**config.mk**
```make
export PLATFORM = sky130hd
export DESIGN_NAME = topk_seq_ctrl
export DESIGN_NICKNAME = d
export VERILOG_FILES = /design/src/rtl/topk_pkg.sv /design/src/rtl/cas.sv /design/src/rtl/topk_seq_ctrl.sv
export SDC_FILE = /design/constraint.sdc
export NUM_CORES = 1
export LEC_CHECK = 0
export CORE_MARGIN = 1
export CORE_UTILIZATION = 27
export DETAILED_ROUTE_END_ITERATION = 8
export HOLD_SLACK_MARGIN = 0.03
export PLACE_DENSITY_LB_ADDON = 0.08
export SYNTH_ARGS = -nofsm -noshare
export SYNTH_HDL_FRONTEND = slang
export SYNTH_SLANG_ARGS = --single-unit
```
**constraint.sdc**
```tcl
create_clock -name clk_i -period 4.5 [get_ports clk_i]
set_input_delay 0.45 -clock clk_i [delete_from_list [all_inputs] [get_ports clk_i]]
set_output_delay 0.45 -clock clk_i [all_outputs]
set_load 0.01 [all_outputs]
```
**src/rtl/topk_pkg.sv**
```systemverilog
// Shared types for the sequential top-K selector and its compare-and-swap unit.
// Holds the controller state enum and the cas control word.
package topk_pkg;

    typedef enum logic [1:0] {
        ST_LOAD  = 2'd0,
        ST_SORT  = 2'd1,
        ST_DRAIN = 2'd2
    } topk_seq_state_e;

    // sign_ctrl selects signed compare, descend flips the ordering,
    // bypass passes the pair through untouched.
    typedef struct packed {
        logic sign_ctrl;
        logic descend;
        logic bypass;
    } ctrl_t;

    localparam ctrl_t CTRL_IDLE = '0;

endpackage

```
**src/rtl/cas.sv**
```systemverilog
// Registered compare-and-swap: y1 gets the lower-ordered value, y2 the other,
// one cycle after x1/x2 are presented. Equal inputs are never swapped.
module cas
    import topk_pkg::*;
#(
    parameter int DATAWIDTH = 8
) (
    input  logic                 clk,
    input  logic                 rst_n,
    input  ctrl_t                ctrl,
    input  logic [DATAWIDTH-1:0] x1,
    input  logic [DATAWIDTH-1:0] x2,
    output logic [DATAWIDTH-1:0] y1,
    output logic [DATAWIDTH-1:0] y2
);

    logic x1_gt;
    logic x1_lt;
    logic swap;

    // Decide ordering in the selected number format; strict compares keep ties in place
    always_comb begin
        if (ctrl.sign_ctrl) begin
            x1_gt = $signed(x1) > $signed(x2);
            x1_lt = $signed(x1) < $signed(x2);
        end else begin
            x1_gt = x1 > x2;
            x1_lt = x1 < x2;
        end
        swap = !ctrl.bypass && (ctrl.descend ? x1_lt : x1_gt);
    end

    // Register the ordered pair
    always_ff @(posedge clk or negedge rst_n) begin
        if (!rst_n) begin
            y1 <= '0;
            y2 <= '0;
        end else begin
            y1 <= swap ? x2 : x1;
            y2 <= swap ? x1 : x2;
        end
    end

endmodule

```
**src/rtl/topk_seq_ctrl.sv**
```systemverilog
// Sequential top-K selector: loads N elements, sorts them in place with
// odd-even transposition through one shared cas, then streams the K largest
// in descending order.
// Optional macro TOPK_SEQ_EARLY_EXIT_EN: stop sorting after two consecutive
// phases that moved nothing.
module topk_seq_ctrl
    import topk_pkg::*;
#(
    parameter int DATAWIDTH = 8,
    parameter int N         = 8,
    parameter int K         = 4
) (
    input  logic                 clk_i,
    input  logic                 rst_i,
    input  logic                 sign_i,
    input  logic                 in_valid_i,
    output logic                 in_ready_o,
    input  logic [DATAWIDTH-1:0] in_data_i,
    output logic                 out_valid_o,
    input  logic                 out_ready_i,
    output logic [DATAWIDTH-1:0] out_data_o,
    output logic                 out_last_o,
    output logic                 busy_o
);

    localparam int CW         = $clog2(N);
    localparam int SW         = $clog2(N / 2 + 1);
    localparam int EVEN_PAIRS = N / 2;
    localparam int ODD_PAIRS  = N / 2 - 1;

    topk_seq_state_e      state;
    logic [DATAWIDTH-1:0] mem [N];
    logic [CW-1:0]        load_cnt;
    logic [CW-1:0]        drain_cnt;
    logic [CW-1:0]        phase;
    logic [SW-1:0]        slot;
    logic                 sign_q;

    logic [SW-1:0]        phase_pairs;
    logic                 issue;
    logic [CW-1:0]        rd_idx;
    logic [CW-1:0]        rd_idx_hi;
    logic                 wb_valid;
    logic [CW-1:0]        wb_idx;
    logic [CW-1:0]        wb_idx_hi;
    logic [CW-1:0]        out_idx;
    logic                 early_done;

    ctrl_t                cas_ctrl;
    logic [DATAWIDTH-1:0] cas_y1;
    logic [DATAWIDTH-1:0] cas_y2;

    // Pair scheduling: even phases start at index 0, odd phases at 1; the slot
    // after the last pair of a phase is the bubble that lets the writeback land
    always_comb begin
        phase_pairs = phase[0] ? SW'(ODD_PAIRS) : SW'(EVEN_PAIRS);
        issue       = (state == ST_SORT) && (slot < phase_pairs);
        rd_idx      = CW'(2 * int'(slot) + int'(phase[0]));
        rd_idx_hi   = rd_idx + CW'(1);
        wb_idx_hi   = wb_idx + CW'(1);
        out_idx     = CW'(N - 1) - drain_cnt;
        cas_ctrl           = CTRL_IDLE;
        cas_ctrl.sign_ctrl = sign_q;
    end

    assign out_data_o = out_valid_o ? mem[out_idx] : '0;
    assign out_last_o = out_valid_o && (drain_cnt == CW'(K - 1));

    cas #(
        .DATAWIDTH(DATAWIDTH)
    ) u_cas (
        .clk   (clk_i),
        .rst_n (~rst_i),
        .ctrl  (cas_ctrl),
        .x1    (mem[rd_idx]),
        .x2    (mem[rd_idx_hi]),
        .y1    (cas_y1),
        .y2    (cas_y2)
    );

`ifdef TOPK_SEQ_EARLY_EXIT_EN
    logic swap_seen;
    logic prev_clean;
    logic swap_now;
    logic phase_dirty;

    assign swap_now    = wb_valid && (cas_y1 != mem[wb_idx]);
    assign phase_dirty = swap_seen || swap_now;
    assign early_done  = prev_clean && !phase_dirty;

    // Track swaps within the current phase and whether the previous phase was clean
    always_ff @(posedge clk_i or posedge rst_i) begin
        if (rst_i) begin
            swap_seen  <= 1'b0;
            prev_clean <= 1'b0;
        end else if (state != ST_SORT) begin
            swap_seen  <= 1'b0;
            prev_clean <= 1'b0;
        end else if (!issue) begin
            swap_seen  <= 1'b0;
            prev_clean <= !phase_dirty;
        end else if (swap_now) begin
            swap_seen  <= 1'b1;
        end
    end
`else
    assign early_done = 1'b0;
`endif

    // Element buffer: loads in LOAD, cas writeback to the issuing pair in SORT
    always_ff @(posedge clk_i) begin
        if (state == ST_LOAD && in_valid_i) begin
            mem[load_cnt] <= in_data_i;
        end else if (wb_valid) begin
            mem[wb_idx]    <= cas_y1;
            mem[wb_idx_hi] <= cas_y2;
        end
    end

    // Controller FSM with registered handshake/status outputs
    always_ff @(posedge clk_i or posedge rst_i) begin
        if (rst_i) begin
            state       <= ST_LOAD;
            load_cnt    <= '0;
            drain_cnt   <= '0;
            phase       <= '0;
            slot        <= '0;
            sign_q      <= 1'b0;
            wb_valid    <= 1'b0;
            wb_idx      <= '0;
            in_ready_o  <= 1'b1;
            out_valid_o <= 1'b0;
            busy_o      <= 1'b0;
        end else begin
            wb_valid <= issue;
            wb_idx   <= rd_idx;
            unique case (state)
                ST_LOAD: begin
                    if (in_valid_i) begin
                        if (load_cnt == '0) begin
                            sign_q <= sign_i;
                        end
                        if (load_cnt == CW'(N - 1)) begin
                            load_cnt   <= '0;
                            phase      <= '0;
                            slot       <= '0;
                            in_ready_o <= 1'b0;
                            busy_o     <= 1'b1;
                            state      <= ST_SORT;
                        end else begin
                            load_cnt <= load_cnt + CW'(1);
                        end
                    end
                end
                ST_SORT: begin
                    if (issue) begin
                        slot <= slot + SW'(1);
                    end else begin
                        slot <= '0;
                        if (phase == CW'(N - 1) || early_done) begin
                            phase       <= '0;
                            drain_cnt   <= '0;
                            out_valid_o <= 1'b1;
                            state       <= ST_DRAIN;
                        end else begin
                            phase <= phase + CW'(1);
                        end
                    end
                end
                ST_DRAIN: begin
                    if (out_ready_i) begin
                        if (drain_cnt == CW'(K - 1)) begin
                            drain_cnt   <= '0;
                            out_valid_o <= 1'b0;
                            busy_o      <= 1'b0;
                            in_ready_o  <= 1'b1;
                            state       <= ST_LOAD;
                        end else begin
                            drain_cnt <= drain_cnt + CW'(1);
                        end
                    end
                end
                default: begin
                    state <= ST_LOAD;
                end
            endcase
        end
    end

endmodule

```
==> metrics, run 1 <==
HP Class reg2reg; Synth cell types 53; fmax 266.7 MHz; Yosys top cell by area edfxtp_1; post-route setup TNS 0 ns; Mapped Area 6377 sq um; Worst EP required 4.77 ns; total gr overflow 0; Post-Synthesis Cells 451; postcts setup bufs 0; FP Rows 55; DP Cell Count 783; count of input and output buffers 24; CTS max path bufs 2; count leader, synth mux2_2; outcome finished clean; Die Area 24,240 sq um; sequential fraction of the synthesis area 45.07%; Post-synth EDFFs 64; WS Path Type reg2reg; Initial DRT Pass Iterations 4; Top FF cell, synth edfxtp_1; DRC viols 0; final count of hold timing violations 0; Slew headroom 16.67%; mean routed wirelength per cell 24.04 um; io pins 25; Worst Skew 0.01017 ns; GR Util All Layers 16.93%; synthesis-to-finish area growth 15.19%; flops & latches, synth 102; Avg Cell Area, Syn 14.14 sq um; DRT iter0 DRCs 320; Final Setup Violations 0; die extent in x 155.7 um; H-tree depth 3; cts hold-fix bufs 0; Num CTS Buffers 9; CP max FO 39; Critical Path Sink Type flop; Lkg Pwr 2.664 nW; Setup crit start kind flop; DR vias/cell 5.028; initial core utilization 27.83%; unrepaired setup endpoints after global routing false; FF-to-FF setup slack 0.75 ns; clock latency on the worst-skew pair 0.36 ns; ANT nets after route 0; XOR/XNOR share of the synthesized area 0.6671%; Die H 155.7 um; Syn. warnings 0; final core utilization 32.06%; vias in the first global route 4,256; largest family of logic cells by synthesized area multiplexers; Commonest cells post-synth mux2_2, edfxtp_1, mux4_2, mux2i_1, dfrtp_1; share of layout cells above drive strength 1 36.83%; CTS resizes 0; Setup WS post-layout 0.7505 ns; Synth async-reset ratio 37.25%; Synth Area in Simple Gates 8.476%; max cap viols 0; pre-CTS WS 0.6739 ns; pin count of the biggest net entering global routing 40; Final GP Congestion 0.7222; Core ar. 22,920 sq um; adder-cell share of the synthesized area 3.924%; pwr/cell area 850.4 nW/um^2; fin. max-slew vios 0; post-synthesis net count 484; clk sinks 102; share of the synthesized area in the top cell type 30.14%; Critical Path AT 4.02 ns; DR vias 4,017; first-pass GRT wire length 28.70 mm; CTS Root Cell clkbuf_16; mux cell area share after synthesis 35.06%; fin crit share 83.32%; wirelength, routed 19.21 mm; Non-Filler Instances 799; antenna cells 0; Hold WS 0.5196 ns; Worst VDD drop 0.5466 mV; top cells by area, synth edfxtp_1, mux4_2, dfrtp_1, mux2_2, mux2i_1; Worst-path clk slew 0.07 ns; clock period minus worst slack 3.749 ns; fin nets 514; CTS tree done; Compound-Gate Fraction of Synth Area 4.159%; DP Wirelength 12.93 mm; initial antenna violation count 0; Least-Margin Pin Slew 1.243 ns
power breakdown:
part | switching (W) | internal [W] | leakage (nW)
clock network | 0.000372 | 0.000486 | 0.157
registers | 0.000355 | 0.00147 | 1.04
logic | 0.00186 | 0.00171 | 1.46
per-stage QoR:
| step | power [W] | area, sq um |
|---|---|---|
| floorplan | 0.004411 | 6377 |
| global placement | 0.005455 | 7033 |
| detailed placement | 0.005469 | 7033 |
| CTS | 0.006352 | 7346 |
| global route | 0.006703 | 7346 |
| finish | 0.006247 | 7346 |
state kept, by name (all words and copies together), names as in the netlist:
name	count
mem	64
u_cas.y1	8
u_cas.y2	8
drain_cnt	3
load_cnt	3
phase	3
slot	3
wb_idx	3
state	2
busy_o	1
in_ready_o	1
out_valid_o	1
sign_q	1
wb_valid	1
cell usage in the layout (no fill, tap or decap), drive strengths merged, types with 6 or more instances in the layout:
master	n
mux2	67
edfxtp	64
mux4	48
nand2	42
mux2i	40
dfrtp	37
clkdlybuf4s50	24
ha	20
buf	16
inv	16
nor2b	12
nor2	11
clkbuf	9
a21oi	9
o21ai	9
nor3	6
metal layers:
metal,GRT usage [%],up-vias,share of wire (%)
met5,0,-,0
met4,6.022,0,1.9
met3,2.472,19,3.9
met2,27.89,93,48
met1,22.64,2087,46
li1,-,1818,-
critical path, cell delays in order (launching register included):
cell,delay (ns)
dfrtp_2,0.36
buf_4,0.53
ha_1,0.30
xor2_2,0.33
buf_4,0.26
mux2i_1,0.32
ha_1,0.30
nor2b_1,0.14
o211ai_1,0.15
a21oi_1,0.12
a21oi_4,0.56
mux2i_1,0.27
worst paths after layout:
check                      startpoint           end  cells after the start
min reg2reg                in_ready_o    in_ready_o                      2
min                        in_ready_o    in_ready_o                      2
max                          phase[0]   u_cas.y1[4]                     11
max in group asynchronous       rst_i      phase[0]                      3
min in group asynchronous       rst_i  drain_cnt[0]                      3
max reg2reg                  phase[0]   u_cas.y1[4]                     11
kinds of logic after synthesis:
kind of cell / Yosys count
buffers and inverters: 37
adders and majority gates: 20
xor gates and xnor gates: 4
DFF: 102
muxes: 155
AOI/OAI and AO/OA: 39
and+or+nand+nor: 94
cell type report:
cell class	instances	area [sq um]
multi-input combinational	312	3346
sequential	102	2875
clock inverter	7	87.58
inverter	16	60.06
timing repair buffer	40	360.3
fill	2307	15570
tap	313	391.6
clock buffer	9	225.2
Power figures use the tool's default switching activity.
==> inputs of run 2 (changes only) <==
==> constraint.sdc (replaced) <==
create_clock -name clk_i -period 3.4 [get_ports clk_i]
set_input_delay 0.34 -clock clk_i [delete_from_list [all_inputs] [get_ports clk_i]]
set_output_delay 0.34 -clock clk_i [all_outputs]
set_load 0.01 [all_outputs]
==> run 2 against run 1 <==
Net effect: worst setup slack got worse by 0.45 ns; die area is the same; sequential power is 30% higher; hold slack lost 0.027 ns; clock skew shrank 0.0018 ns; critical path type unchanged; critical endpoint is now u_cas.y1[3]; highest routed layer unchanged.
==> metrics, run 2 (same netlist as run 1, synthesis figures left out) <==
Lkg Pwr 2.766 nW (+3.8%); most frequent cells in the layout mux2_2, edfxtp_1, mux4_2; share of layout cells above drive strength 1 38.61% (+1.8 points); Die H 155.7 um (unchanged); fin nets 533 (+3.7%); clock latency on the worst-skew pair 0.36 ns (about the same); Design Area, Final 7516 sq um (+2.3%); Total Power 0.008490 W (+36%); fin crit share 91.30% (+8.0 points); DP Wirelength 13.36 mm (+3.3%); Least-Margin Pin Slew 0.8873 ns (-0.3558 ns); postcts setup bufs 0 (unchanged); fmax 322.2 MHz (+21%); post-route setup TNS 0 ns (unchanged); count of input and output buffers 24 (unchanged); FP Rows 55 (unchanged); initial core utilization 27.83% (unchanged); CTS Root Cell clkbuf_16; Final Setup Violations 0 (unchanged); Die Area 24,240 sq um (unchanged); CTS max path bufs 2 (unchanged); Filler cells 2,233 (-3.2%); Biggest register mem; Final GP Congestion 0.7425 (+2.8%); max cap viols 0 (unchanged); WS Path Type reg2reg; unrepaired setup endpoints after global routing false; DP Area 7202 sq um (+2.4%); cts hold-fix bufs 0 (unchanged); pin count of the biggest net entering global routing 39 (-2.5%); most common cell after layout, fill and taps aside mux2_2; mean routed wirelength per cell 23.83 um (-0.90%); Worst EP required 3.67 ns (-1.10 ns); GR Util All Layers 17.17% (+0.24 points); fin. max-slew vios 0 (unchanged); synthesis-to-finish area growth 17.85%; Slew headroom 40.76% (+24 points); vias in the first global route 4,359 (+2.4%); wirelength, routed 19.49 mm (+1.5%); final count of hold timing violations 0 (unchanged); Core ar. 22,920 sq um (unchanged); max reg flops 64 (unchanged); CP max FO 10 (-74%); Setup crit start kind flop; initial antenna violation count 1 (+1); biggest regs mem: 64 flops, u_cas.y1: 8 flops, u_cas.y2: 8 flops; total gr overflow 0 (unchanged); pwr/cell area 1130 nW/um^2 (+33%); Critical Path Sink Type flop; Worst VDD drop 0.4555 mV (-17%); H-tree depth 3 (unchanged); HP Class in2async; DR vias 4,099 (+2.0%); ANT nets after route 0 (unchanged); clock period minus worst slack 3.104 ns (-0.6454 ns); CTS tree done; Worst-path clk slew 0.07 ns (about the same); outcome finished clean; first-pass GRT wire length 28.92 mm (+0.79%); antenna cells 0 (unchanged); DRT iter0 DRCs 398 (+24%); io pins 25 (unchanged); clk sinks 102 (unchanged); Critical Path AT 3.38 ns (-0.64 ns); die extent in x 155.7 um (unchanged); DRC viols 0 (unchanged); CTS resizes 0 (unchanged); Initial DRT Pass Iterations 5 (+1); Num CTS Buffers 9 (unchanged); Worst Skew 0.008380 ns (-0.001791 ns); DR vias/cell 5.011 (-0.33%)
## run 2: changes by cell type in the layout (fill, tap and decap cells not counted), sizes merged
| cell | delta |
|---|---|
| buf | +19 |
| clkinv | -3 |
| clkbuf | +1 |
| clkinvlp | +1 |
| inv | +1 |
## run 2: final timing paths
check,start,end,slack (ns),cells past startpoint
setup / recovery,phase[0],u_cas.y1[3],0.30,11
hold / removal,rst_i,state[1],0.49,2
setup reg to reg,phase[0],u_cas.y1[3],0.30,11
hold reg to reg,in_ready_o,in_ready_o,0.51,2
max in group asynchronous,rst_i,phase[0],2.30,2
min in group clk_i,in_ready_o,in_ready_o,0.51,2
## run 2: final cells by class
class,instances,area [sq um],share of cell area [%]
clock inverter,6,85.08,1.132
multi-input combinational,312,3334,44.36
timing repair buffer,59,540.5,7.192
sequential,102,2875,38.26
clock buffer,10,229.0,3.046
tap,313,391.6,5.211
inverter,16,60.06,0.7991
## run 2: report_power, final
| group | switching [W] | internal (W) |
|---|---|---|
| Sequential | 0.000427 | 0.00194 |
| Combinational | 0.00252 | 0.00246 |
| Clock | 0.000501 | 0.000646 |
## run 2: worst max-delay path, cell delays in order (launching register included)
cell	delay (ns)
dfrtp_2	0.44
buf_4	0.20
ha_1	0.24
xor2_2	0.22
buf_12	0.18
mux2i_1	0.30
ha_1	0.32
and3_1	0.22
a211o_1	0.33
a21oi_4	0.14
buf_4	0.21
mux2i_1	0.21
## run 2: routing by layer
layer / track usage, % / wire, um / share of wire, %
met3: 2.361 / 994 / 5.1
met4: 5.135 / 296 / 1.5
met1: 22.53 / 8459 / 43
met5: 0 / 0 / 0
met2: 29.36 / 9739 / 50
## run 2: metrics by stage
step | instances | util, % | hold slack (ns) | setup slack (ns)
after global placement | 802 | 31.43 | 0.5019 | 0.3505
final | 818 | 32.80 | 0.4924 | 0.2959
after CTS | 818 | 32.80 | 0.5149 | 0.2665
after global routing | 818 | 32.80 | 0.5644 | 0.08596
after detailed placement | 802 | 31.43 | 0.5044 | 0.2890
after floorplan | 451 | - | 0.3964 | 0.001681
==> inputs of run 3 (changes only) <==
--- a/config.mk
+++ b/config.mk
@@ -5,7 +5,6 @@
 export SDC_FILE = /design/constraint.sdc
 export NUM_CORES = 1
 export LEC_CHECK = 0
-export CORE_MARGIN = 1
 export CORE_UTILIZATION = 27
 export DETAILED_ROUTE_END_ITERATION = 8
 export HOLD_SLACK_MARGIN = 0.03
==> results of run 3 <==
The final DEF is identical to that of run 2; final timing and power are the same.
